<file path="src/rtl/pipeline_ctrl_pkg.sv">
// Shared definitions for the pipeline interlock.
//   state_t              : FSM encoding, also driven out on the debug "state" port
//   MEM_WAIT_MAX_DEFAULT : default consecutive mem_busy budget before mem_timeout
//   WAIT_CNT_W           : width of the memory wait counter
//   PERF_CNT_W           : width of the optional performance counters
//                          (INTERLOCK_PERF_CNT_EN)
package pipeline_ctrl_pkg;

  typedef enum logic [1:0] {
    RUN        = 2'd0,
    LOAD_STALL = 2'd1,
    MEM_WAIT   = 2'd2,
    FLUSH      = 2'd3
  } state_t;

  localparam int unsigned MEM_WAIT_MAX_DEFAULT = 255;
  localparam int          WAIT_CNT_W           = 8;
  localparam int          PERF_CNT_W           = 32;

endpackage

</file>
<file path="src/rtl/pipeline_interlock_if.sv">
// Hazard-request / stage-control bundle between hazard detection and the
// interlock.
//   Requests (master -> slave) : stall_req, mem_busy, branch_taken
//   Controls (slave -> master) : PC_Write, IFID_Write, IDEX_Write, EXMEM_Write,
//                                IFID_Flush, IDEX_Bubble, MEMWB_Bubble
// Signalling: there is no valid/ready pair. Each request is a level that is
// sampled every clock and acts in the same cycle. Each control is a
// combinational level that is valid for the whole cycle and is consumed by
// the stage registers on the next rising edge. No request is latched for
// later.
interface pipeline_interlock_if;

  logic stall_req;
  logic mem_busy;
  logic branch_taken;

  logic PC_Write;
  logic IFID_Write;
  logic IDEX_Write;
  logic EXMEM_Write;
  logic IFID_Flush;
  logic IDEX_Bubble;
  logic MEMWB_Bubble;

  modport master (
    output stall_req, mem_busy, branch_taken,
    input  PC_Write, IFID_Write, IDEX_Write, EXMEM_Write,
    input  IFID_Flush, IDEX_Bubble, MEMWB_Bubble
  );

  modport slave (
    input  stall_req, mem_busy, branch_taken,
    output PC_Write, IFID_Write, IDEX_Write, EXMEM_Write,
    output IFID_Flush, IDEX_Bubble, MEMWB_Bubble
  );

endinterface

</file>
<file path="src/rtl/sat_counter.sv">
// Saturating up-counter. It holds at all-ones. clr has priority over inc.
//   clk, rst_n : clock and asynchronous active-low reset (count -> 0)
//   inc        : add one this cycle unless already saturated
//   clr        : synchronous clear
//   count      : current value
module sat_counter #(
  parameter int WIDTH = 8
) (
  input  logic             clk,
  input  logic             rst_n,
  input  logic             inc,
  input  logic             clr,
  output logic [WIDTH-1:0] count
);

  always_ff @(posedge clk or negedge rst_n) begin
    if (!rst_n) begin
      count <= '0;
    end else if (clr) begin
      count <= '0;
    end else if (inc && (count != '1)) begin
      count <= count + WIDTH'(1);
    end
  end

endmodule

</file>
<file path="src/rtl/pipeline_interlock.sv">
// Pipeline interlock: turns hazard requests into stage register enables and
// bubble/flush controls. Priority is mem_busy > branch_taken > stall_req.
// Controls are combinational, so a request acts in the cycle it appears.
//   clk, rst_n  : clock, asynchronous active-low reset
//   bus         : pipeline_interlock_if.slave (requests in, controls out)
//   state       : current FSM state (RUN=0, LOAD_STALL=1, MEM_WAIT=2, FLUSH=3)
//   mem_timeout : sticky; mem_busy was held for MEM_WAIT_MAX consecutive cycles
//   proto_err   : sticky; stall_req was honoured in two consecutive cycles
// Optional feature INTERLOCK_PERF_CNT_EN adds these saturating 32-bit outputs:
//   stall_cycles    : number of cycles spent in LOAD_STALL
//   flush_count     : number of cycles in which a branch flush was applied
//   mem_wait_cycles : number of cycles in which mem_busy froze the pipe
module pipeline_interlock
  import pipeline_ctrl_pkg::*;
#(
  parameter int unsigned MEM_WAIT_MAX = MEM_WAIT_MAX_DEFAULT
) (
  input  logic                  clk,
  input  logic                  rst_n,
  pipeline_interlock_if.slave   bus,
  output logic [1:0]            state,
  output logic                  mem_timeout,
  output logic                  proto_err
`ifdef INTERLOCK_PERF_CNT_EN
  ,
  output logic [PERF_CNT_W-1:0] stall_cycles,
  output logic [PERF_CNT_W-1:0] flush_count,
  output logic [PERF_CNT_W-1:0] mem_wait_cycles
`endif
);

  state_t                cur_state, next_state;
  logic                  mem_req, br_req, st_req;
  logic                  pc_w, ifid_w, idex_w, exmem_w;
  logic                  ifid_fl, idex_bb, memwb_bb;
  logic                  stall_act;
  logic [WAIT_CNT_W-1:0] wait_cnt;
  logic                  timeout_hit;

  // Requests are masked by rst_n. While reset is held, the controls therefore
  // show the RUN idle values, and a stall or wait stops at once.
  assign mem_req = bus.mem_busy     & rst_n;
  assign br_req  = bus.branch_taken & rst_n;
  assign st_req  = bus.stall_req    & rst_n;

  always_ff @(posedge clk or negedge rst_n) begin
    if (!rst_n) cur_state <= RUN;
    else        cur_state <= next_state;
  end

  always_comb begin
    next_state = RUN;
    pc_w       = 1'b1;
    ifid_w     = 1'b1;
    idex_w     = 1'b1;
    exmem_w    = 1'b1;
    ifid_fl    = 1'b0;
    idex_bb    = 1'b0;
    memwb_bb   = 1'b0;
    stall_act  = 1'b0;
    if (mem_req) begin
      // Freeze the whole front of the pipe and let WB drain a bubble.
      pc_w       = 1'b0;
      ifid_w     = 1'b0;
      idex_w     = 1'b0;
      exmem_w    = 1'b0;
      memwb_bb   = 1'b1;
      next_state = MEM_WAIT;
    end else if (br_req) begin
      ifid_fl    = 1'b1;
      idex_bb    = 1'b1;
      next_state = FLUSH;
    end else if (st_req && (cur_state != FLUSH)) begin
      // In FLUSH, ID holds a squashed instruction, so a load-use stall
      // request from it is stale and is ignored.
      pc_w       = 1'b0;
      ifid_w     = 1'b0;
      idex_bb    = 1'b1;
      stall_act  = 1'b1;
      next_state = LOAD_STALL;
    end
  end

  assign bus.PC_Write     = pc_w;
  assign bus.IFID_Write   = ifid_w;
  assign bus.IDEX_Write   = idex_w;
  assign bus.EXMEM_Write  = exmem_w;
  assign bus.IFID_Flush   = ifid_fl;
  assign bus.IDEX_Bubble  = idex_bb;
  assign bus.MEMWB_Bubble = memwb_bb;
  assign state            = cur_state;

  // wait_cnt holds the number of consecutive busy cycles before this one.
  // It clears on the first idle cycle.
  sat_counter #(.WIDTH(WAIT_CNT_W)) u_wait_cnt (
    .clk   (clk),
    .rst_n (rst_n),
    .inc   (mem_req),
    .clr   (~mem_req),
    .count (wait_cnt)
  );

  // Including the current cycle, the busy run is wait_cnt + 1. The flag sets
  // on the edge where that run reaches MEM_WAIT_MAX.
  assign timeout_hit = mem_req &&
    (({{(32-WAIT_CNT_W){1'b0}}, wait_cnt} + 32'd1) >= MEM_WAIT_MAX);

  always_ff @(posedge clk or negedge rst_n) begin
    if (!rst_n) begin
      mem_timeout <= 1'b0;
      proto_err   <= 1'b0;
    end else begin
      if (timeout_hit)                           mem_timeout <= 1'b1;
      if (stall_act && (cur_state == LOAD_STALL)) proto_err  <= 1'b1;
    end
  end

`ifdef INTERLOCK_PERF_CNT_EN
  logic flush_act;
  assign flush_act = br_req & ~mem_req;

  sat_counter #(.WIDTH(PERF_CNT_W)) u_stall_cnt (
    .clk(clk), .rst_n(rst_n), .inc(cur_state == LOAD_STALL), .clr(1'b0),
    .count(stall_cycles)
  );
  sat_counter #(.WIDTH(PERF_CNT_W)) u_flush_cnt (
    .clk(clk), .rst_n(rst_n), .inc(flush_act), .clr(1'b0),
    .count(flush_count)
  );
  sat_counter #(.WIDTH(PERF_CNT_W)) u_memw_cnt (
    .clk(clk), .rst_n(rst_n), .inc(mem_req), .clr(1'b0),
    .count(mem_wait_cycles)
  );
`endif

endmodule

</file>
<file path="src/flat_wrapper.sv">
// flat-port wrapper written by rule: the top's interface ports become plain ports
module pipeline_interlock_flat import pipeline_ctrl_pkg::*;
#(
  parameter int unsigned MEM_WAIT_MAX = MEM_WAIT_MAX_DEFAULT
)
  (clk, rst_n, state, mem_timeout, proto_err, bus_stall_req, bus_mem_busy, bus_branch_taken, bus_PC_Write, bus_IFID_Write, bus_IDEX_Write, bus_EXMEM_Write, bus_IFID_Flush, bus_IDEX_Bubble, bus_MEMWB_Bubble);
  pipeline_interlock_if bus_i ();
  input  logic clk;
  input  logic rst_n;
  output logic [1:0] state;
  output logic mem_timeout;
  output logic proto_err;
  input wire logic [$bits(bus_i.stall_req)-1:0] bus_stall_req;
  input wire logic [$bits(bus_i.mem_busy)-1:0] bus_mem_busy;
  input wire logic [$bits(bus_i.branch_taken)-1:0] bus_branch_taken;
  output wire logic [$bits(bus_i.PC_Write)-1:0] bus_PC_Write;
  output wire logic [$bits(bus_i.IFID_Write)-1:0] bus_IFID_Write;
  output wire logic [$bits(bus_i.IDEX_Write)-1:0] bus_IDEX_Write;
  output wire logic [$bits(bus_i.EXMEM_Write)-1:0] bus_EXMEM_Write;
  output wire logic [$bits(bus_i.IFID_Flush)-1:0] bus_IFID_Flush;
  output wire logic [$bits(bus_i.IDEX_Bubble)-1:0] bus_IDEX_Bubble;
  output wire logic [$bits(bus_i.MEMWB_Bubble)-1:0] bus_MEMWB_Bubble;
  assign bus_i.stall_req = bus_stall_req;
  assign bus_i.mem_busy = bus_mem_busy;
  assign bus_i.branch_taken = bus_branch_taken;
  assign bus_PC_Write = bus_i.PC_Write;
  assign bus_IFID_Write = bus_i.IFID_Write;
  assign bus_IDEX_Write = bus_i.IDEX_Write;
  assign bus_EXMEM_Write = bus_i.EXMEM_Write;
  assign bus_IFID_Flush = bus_i.IFID_Flush;
  assign bus_IDEX_Bubble = bus_i.IDEX_Bubble;
  assign bus_MEMWB_Bubble = bus_i.MEMWB_Bubble;
  pipeline_interlock #(.MEM_WAIT_MAX(MEM_WAIT_MAX)) u_core (.clk(clk), .rst_n(rst_n), .bus(bus_i), .state(state), .mem_timeout(mem_timeout), .proto_err(proto_err));
endmodule
</file>
<file path="config.mk">
export PLATFORM = sky130hd
export DESIGN_NAME = pipeline_interlock_flat
export DESIGN_NICKNAME = d
export VERILOG_FILES = /design/src/rtl/pipeline_ctrl_pkg.sv /design/src/rtl/pipeline_interlock_if.sv /design/src/rtl/sat_counter.sv /design/src/rtl/pipeline_interlock.sv /design/src/flat_wrapper.sv
export SDC_FILE = /design/constraint.sdc
export NUM_CORES = 1
export LEC_CHECK = 0
export ABC_CLOCK_PERIOD_IN_PS = 1490
export CAP_MARGIN = 30
export CORE_MARGIN = 5
export CORE_UTILIZATION = 42
export CTS_CLUSTER_SIZE = 10
export DETAILED_ROUTE_END_ITERATION = 16
export MAX_ROUTING_LAYER = met4
export PLACE_DENSITY = 0.78
export SYNTH_ARGS = -nofsm -noshare
export SYNTH_HDL_FRONTEND = slang
export SYNTH_SLANG_ARGS = --single-unit
</file>
<file path="constraint.sdc">
create_clock -name clk -period 1.49 [get_ports clk]
set_clock_uncertainty 0.05 [all_clocks]
set_input_delay 0.3725 -clock clk [delete_from_list [all_inputs] [get_ports clk]]
set_output_delay 0.3725 -clock clk [all_outputs]
set_load 0.1 [all_outputs]
</file>
# After elaboration in Yosys (flattened, before gate mapping)
# Cells that the tools add are included.
# classes
n_addsub,2
multipliers,0
div_mod_pow,0
n_lt_le_gt_ge,1
eq_ne,4
shifts,0
mux,17
n_bitwise,3
n_reduce_logical,4
# op_table
cell,count
greater-or-equal comparator 32 x 8 -> 1 bit (second input constant),1
2-to-1 mux 8 bit,2
2-to-1 mux 1 bit,13
adder 8 x 1 -> 9 bit (second input constant),1
adder 8 x 1 -> 8 bit (second input constant),1
inequality test 8 bit (second input constant),1
logical AND 1 bit,4
2-to-1 mux 2 bit,2
inequality test 2 bit (second input constant),2
bitwise AND 1 bit,3
equality test 2 x 1 -> 1 bit (second input constant),1
# totals
ff_bits,12
latchBits,0
ramBits,0
rom_bits,0
memories,0

# Depth between registers and ports, before layout
# Gate-level depths: netlist (run 1).
# depth
depth_word,6
ltp_mapped,5
ltp_nobuf,5

# Cells and area by module
# Synthesis (run 1) repeated with hierarchy kept, for this count alone.
# hier_totals
cells_unflattened,78
area_unflattened_um2,742.0
# by_module_without_submodules
mod,n_inst,cells_each,area_per_inst_um2
sat_counter,1,49,464.2
pipeline_interlock,1,29,277.8

# Worst setup path before layout (run 1)
# Ideal clock, no wire load.
# synth_timing
kind,register -> output
startpoint,register u_core.cur_state[0] (netlist: u_core.state[0])
endpoint,output bus_PC_Write
arrival_ns,3.848
t_required_ns,1.067
slack_ns,-2.780
path_stages_with_launch,4
n_path_buf,1
cell_sequence,dfrtp_1 > a21oi_1 > o21ai_0 > buf_4
# synth_via
elab_chain_cells,5
# synth_rtl
element,line_no,rtl
start: declaration,pipeline_interlock.sv:32,"state_t cur_state, next_state;"
start signal: assignment,pipeline_interlock.sv:48,else cur_state <= next_state;
inequality test 2 bit,pipeline_interlock.sv:73,end else if (st_req && (cur_state != FLUSH)) begin
logical AND 1 bit,pipeline_interlock.sv:73,
2-to-1 mux 1 bit (3 in series),-,
end: declaration,flat_wrapper.sv:16,output wire logic [$bits(bus_i.PC_Write)-1:0] bus_PC_Write;
# No other way between the ends.

# Worst setup path after layout (run 1)
# layout_timing
startpoint,register u_core.cur_state[0] (netlist: u_core.state[0])
endpoint,output bus_IDEX_Bubble
# layout_via
elab_chain_cells,5
# layout_rtl
element,line_no,rtl
inequality test 2 bit,pipeline_interlock.sv:73,
logical AND 1 bit,pipeline_interlock.sv:73,
2-to-1 mux 1 bit,pipeline_interlock.sv:73,
2-to-1 mux 1 bit,pipeline_interlock.sv:69,end else if (br_req) begin
2-to-1 mux 1 bit,pipeline_interlock.sv:61,if (mem_req) begin
end: declaration,flat_wrapper.sv:21,output wire logic [$bits(bus_i.IDEX_Bubble)-1:0] bus_IDEX_Bubble;
# No other way between the ends.

==> impl_metrics.tcl, run 1 <==
set metrics [dict create \
    status "finished with violations" \
    violations "negative setup slack" \
    postRouteAntennaNets 0 \
    worst_setup_path_start_kind "flop" \
    reg2reg_from "u_core.u_wait_cnt.count[0]" \
    grt_max_degree 9 \
    reg2reg_slack_ps -20 \
    cp_max_fo 2 \
    die_area_um2 2470 \
    cp_top_family "flip-flops" \
    crit_type "flop to primary output" \
    slowest_stage "dfrtp_4" \
    routed_via_density 5.80 \
    yosys.cell_types.count 29 \
    required_ps 1070 \
    fin_hold_ws_ps 3.03 \
    async_reset_ff_share_pct 100 \
    fin_crit_ps 1760 \
    finalSetupViolCount 6 \
    fmax_mhz 567 \
    antenna_found_initial 0 \
    numCtsBuffers 3 \
    grt_pass1_vias 744 \
    cts_tree "yes" \
    gp_congestion 0.855 \
    htreeDepth 1 \
    clkLatencyLatePin_ps 280 \
    worstMarginPinSlew_ps 270 \
    endpoint_kind "primary output" \
    final_nets 117 \
    num_rows 14 \
    drt-initial-drc-count 30 \
    cts_buffer_depth 2 \
    grt_usage_pct 18.0 \
    drive_above_1_share_pct 55.0 \
    ff2ff_path_depth 5 \
    finalHoldViolCount 0 \
    rsz0062_at_grt "true" \
    cts_root_buf "clkbuf_4" \
    synth_seq_cells 12 \
    drt_first_pass_iters 4 \
    crit_path_start "u_core.state[0]" \
    synth_edf_count 0 \
    drv_slew 0 \
    dieWidth_um 49.7 \
    port_buffers 15 \
    cts.reportedPaths.clkPinSlew_ps 80 \
    cap_violations 0 \
    period_share_pct 118 \
    synth_cells 70 \
    synthFlopType "dfrtp_1" \
    grt_pass1_wl_um 3390 \
    drcViolationCount 0 \
    postSynthAreaPerCell_um2 9.46 \
    seqCellArea_um2 308 \
    vdd_drop_max_mv 0.554 \
    worstHoldPathType "primary input to asynchronous set/reset pin" \
    worst_slack_ps -275 \
    slew_headroom_pct 82.0 \
    syn_to_final_growth_pct 89.0 \
    multiInputGateArea_um2 423 \
    fp.dieH_um 49.7 \
    fillers 78 \
    overflow 0 \
    crit_buf_inv 1 \
    instances_no_fill 125 \
    crit_path_cell_trace "nand2_2 -> a21oi_2 -> nor3b_4 -> buf_12" \
    wl_um 1960 \
    synth_fp_nets 77 \
    critPathMaxStageDelay_ps 480 \
    r2r_end "u_core.u_wait_cnt.count[5]" \
    diodes 0 \
    final_common_cell "buf_4" \
    io_pins 16 \
    dp.cells 113 \
    vias 725 \
    coreArea_um2 1510 \
    syn_area_um2 662 \
    final_cell_mix "19 x buf_4, 12 x buf_12, 10 x dfrtp_1" \
    wl_per_cell_um 15.7 \
    dp_hpwl_um 1380 \
    start_util_pct 43.9 \
    worst_ep_arrival_time_ps 1340 \
    yosysSeqAreaShare_pct 45.4 \
    cts.sinks 12 \
    power_density_nw_per_um2 795 \
    yosysWarnings 0 \
    p_leak_uw 0.000528 \
]
## power breakdown
| group | total [µW] | internal, µW | switching, µW |
|---|---|---|---|
| registers | 354 | 340 | 13.9 |
| clock network | 267 | 149 | 118 |
| logic | 375 | 151 | 224 |
## final cells by class
class | instances | share of cell area [%]
inverter | 4 | 1.50
sequential | 12 | 24.6
timing repair buffer | 38 | 35.6
tap | 16 | 1.60
clock buffer | 4 | 2.90
multi-input combinational | 51 | 33.8
## Yosys cell counts (2+ instances only)
cell | number | area share [%]
a211oi_1 | 2 | 2.3
a21oi_1 | 5 | 3.8
a31oi_1 | 3 | 2.8
buf_4 | 3 | 3.4
dfrtp_1 | 12 | 45
ha_1 | 2 | 3.8
inv_1 | 4 | 2.3
nand2_1 | 7 | 4.0
nand3_1 | 4 | 3.0
nand4_1 | 2 | 1.9
nor3_1 | 2 | 1.5
nor3b_1 | 2 | 2.3
o21ai_0 | 6 | 4.5
## registers in the layout, summed over array words and instances, names as in the netlist
| name | flops |
|---|---|
| u_core.u_wait_cnt.count | 8 |
| u_core.state | 2 |
| u_core.proto_err | 1 |
| u_core.mem_timeout | 1 |
## routing by layer
| layer | share of wire [%] | up-vias | track usage [%] |
|---|---|---|---|
| met4 | 2.9 | 0 | 9.17 |
| met1 | 43 | 349 | 21.8 |
| met2 | 51 | 28 | 29.2 |
| met3 | 3.6 | 9 | 2.11 |
| met5 | 0 | - | - |
| li1 | - | 339 | - |
## worst max path at each step
stage / endpoint / depth (start not counted)
global placement: bus_IFID_Write / 5
global route: bus_IDEX_Bubble / 4
finish: bus_IDEX_Bubble / 4
floorplan: bus_IDEX_Bubble / 3
CTS: bus_IDEX_Bubble / 4
detailed placement: bus_IFID_Write / 5
## per-stage QoR
| stage | worst slack, ps | cell area (µm²) | TNS [ps] | total power, µW | utilization [%] |
|---|---|---|---|---|---|
| after floorplan | -592 | 736 | -1870 | 554 | - |
| after global placement | -420 | 1110 | -4230 | 706 | 73.4 |
| after detailed placement | -473 | 1110 | -4680 | 711 | 73.4 |
| after CTS | -279 | 1190 | -1200 | 985 | 79.3 |
| after global routing | -335 | 1250 | -1590 | 1030 | 83.1 |
| final | -275 | 1250 | -1250 | 995 | 83.1 |
## cell families after synthesis
kind of cell             count (synthesis)  share of synthesized area (%)
AO/OA/AOI/OAI                           21                           20.4
AND/OR/NAND/NOR                         26                           22.1
adder cells (fa/ha/maj)                  2                           3.78
flip-flops                              12                           45.4
XOR/XNOR                                 2                           2.65
buffers and inverters                    7                           5.67
## what timing repair did
item / 4_1_cts / 5_1_grt
setup endpoints to repair: 11 / 11
resized for setup: 17 / 9
endpoints found under the hold margin: 1 / 0
pin swaps: 5 / 2
hold buffers: 1 / 0
buffers inserted: 5 / 3
## worst reg2reg max path, delay by kind of cell (launching register included)
kind | cells | cell delay [ps]
compound gates | 1 | 160
buf+inv | 2 | 250
flops | 1 | 430
simple gates | 2 | 550
(Power assumes the default switching activity.)
==> run 2, diff against run 1 <==
--- a/config.mk
+++ b/config.mk
@@ -6,8 +6,8 @@
 export NUM_CORES = 1
 export LEC_CHECK = 0
 export ABC_CLOCK_PERIOD_IN_PS = 1490
-export CAP_MARGIN = 30
-export CORE_MARGIN = 5
+export CAP_MARGIN = 25
+export CORE_MARGIN = 2
 export CORE_UTILIZATION = 42
 export CTS_CLUSTER_SIZE = 10
 export DETAILED_ROUTE_END_ITERATION = 16
==> constraint.sdc (replaced) <==
create_clock -name clk -period 1.49 [get_ports clk]
set_clock_uncertainty 0.05 [all_clocks]
set_input_delay 0.3725 -clock clk [delete_from_list [all_inputs] [get_ports clk]]
set_output_delay 0.3725 -clock clk [all_outputs]
set_load 0.005 [all_outputs]
==> impl_metrics.tcl, run 2 (synthesized netlist as in run 1, its figures left out) <==
set metrics [dict create \
    met2_length_um 925 \
    worstHoldPathType "primary input to flop" \
    clkLatencyLatePin_ps 290 \
    routed_via_density 5.57 \
    final_common_cell "buf_4" \
    worst_setup_path_start_kind "flop" \
    dieWidth_um 43.7 \
    p_leak_uw 0.000448 \
    fmax_mhz 628 \
    worst_ep_arrival_time_ps 1170 \
    fin_hold_ws_ps 350 \
    port_buffers 15 \
    start_util_pct 44.5 \
    wl_per_cell_um 14.3 \
    reg2reg_slack_ps 60 \
    coreArea_um2 1490 \
    drt_first_pass_iters 4 \
    grt_usage_pct 21.3 \
    drive_above_1_share_pct 38.5 \
    crit_type "flop to primary output" \
    die_area_um2 1910 \
    drt-initial-drc-count 21 \
    io_pins 16 \
    antenna_found_initial 0 \
    status "finished with violations" \
    required_ps 1070 \
    final_core_util_pct 66.2 \
    cts.sinks 12 \
    cts_buffer_depth 2 \
    finalHoldViolCount 0 \
    top_register "u_core.u_wait_cnt.count" \
    placed_cell_area_um2 915 \
    cts_root_buf "clkbuf_4" \
    diodes 0 \
    cts.reportedPaths.clkPinSlew_ps 80 \
    fin_crit_ps 1590 \
    fin_area_um2 986 \
    dp_hpwl_um 1240 \
    grt_max_degree 12 \
    final_cell_mix "15 x buf_4, 12 x dfrtp_1, 8 x dlygate4sd2_1" \
    grt_pass1_vias 626 \
    drv_slew 0 \
    rsz0062_at_grt "true" \
    cap_violations 0 \
    largest_reg_flops 8 \
    slew_headroom_pct 83.5 \
    endpoint_kind "primary output" \
    wl_met3_um 133 \
    power_density_nw_per_um2 752 \
    overflow 0 \
    postRouteAntennaNets 0 \
    finalSetupViolCount 4 \
    htreeDepth 1 \
    dp_slack_ps -784 \
    syn_to_final_growth_pct 49.0 \
    worstMarginPinSlew_ps 247 \
    wl_um 1710 \
    final_nets 112 \
    cts_tree "yes" \
    gp_congestion 0.838 \
    vdd_drop_max_mv 0.625 \
    fp.dieH_um 43.7 \
    drcViolationCount 0 \
    violations "negative setup slack" \
    cp_max_fo 2 \
    fin_setup_tns_ps -295 \
    num_rows 14 \
    top_layer_used "met4" \
    period_share_pct 107 \
    numCtsBuffers 3 \
    vias 668 \
    fillers 132 \
    worst_slack_ps -103 \
    grt_pass1_wl_um 2800 \
    met1_length_um 626 \
]
## run 2: changes by cell type in the layout (fill, tap and decap cells not counted), sizes merged
cell	previous run	this run
buf	36	22
dlygate4sd2	1	8
clkbuf	4	5
clkinvlp	1	0
dlygate4sd3	1	2
inv	3	4
## run 2: through the flow
stage	std cells	total power, µW
2_1_floorplan	70	387
3_3_place_gp	112	474
3_5_place_dp	112	479
4_1_cts	119	739
5_1_grt	120	771
6_report	120	742
## run 2: final cells by class
cell class | count | area (µm²) | share of cell area (%)
Clock buffer | 4 | 36.3 | 3.68
Inverter | 4 | 15.0 | 1.52
Multi-Input combinational cell | 51 | 353 | 35.8
Tap cell | 16 | 20.0 | 2.03
Timing Repair Buffer | 33 | 262 | 26.5
Sequential cell | 12 | 300 | 30.5
## run 2: path summary, 6_finish.rpt
kind / from / endpoint / cells after the start
worst max-delay path: u_core.state[1] / bus_PC_Write / 4
worst min-delay path: bus_mem_busy / u_core.state[1] / 2
worst max register to register: u_core.u_wait_cnt.count[0] / u_core.mem_timeout / 5
worst min register to register: u_core.mem_timeout / u_core.mem_timeout / 1
max in group asynchronous: rst_n / u_core.u_wait_cnt.count[2] / 3
min in group asynchronous: rst_n / u_core.state[1] / 3
## run 2: power breakdown
group | total (µW) | switching, µW | internal [µW] | leakage [µW]
clock | 270 | 121 | 149 | 0.0000210
combinational | 125 | 53.0 | 72.4 | 0.000266
sequential | 347 | 8.86 | 338 | 0.000162
## run 2: metal layers
metal  up-vias  track usage (%)
met5         -                -
met4         0             7.27
met3         3             5.42
met2        25             36.5
met1       313             23.9
li1        327                -
## run 2: what timing repair did
| action | CTS | global route |
|---|---|---|
| resized for setup | 41 | 10 |
| hold buffers | 1 | 1 |
| setup buffers | 2 | 0 |
| setup endpoints to repair | 12 | 9 |
| hold endpoints to repair | 1 | 11 |
| pin swaps | 5 | 3 |
## run 2: worst max-delay path, cell delays in order (launching register included)
cell	delay (ps)
dfrtp_1	410
buf_6	130
a21oi_2	120
o21ai_1	90
buf_2	130
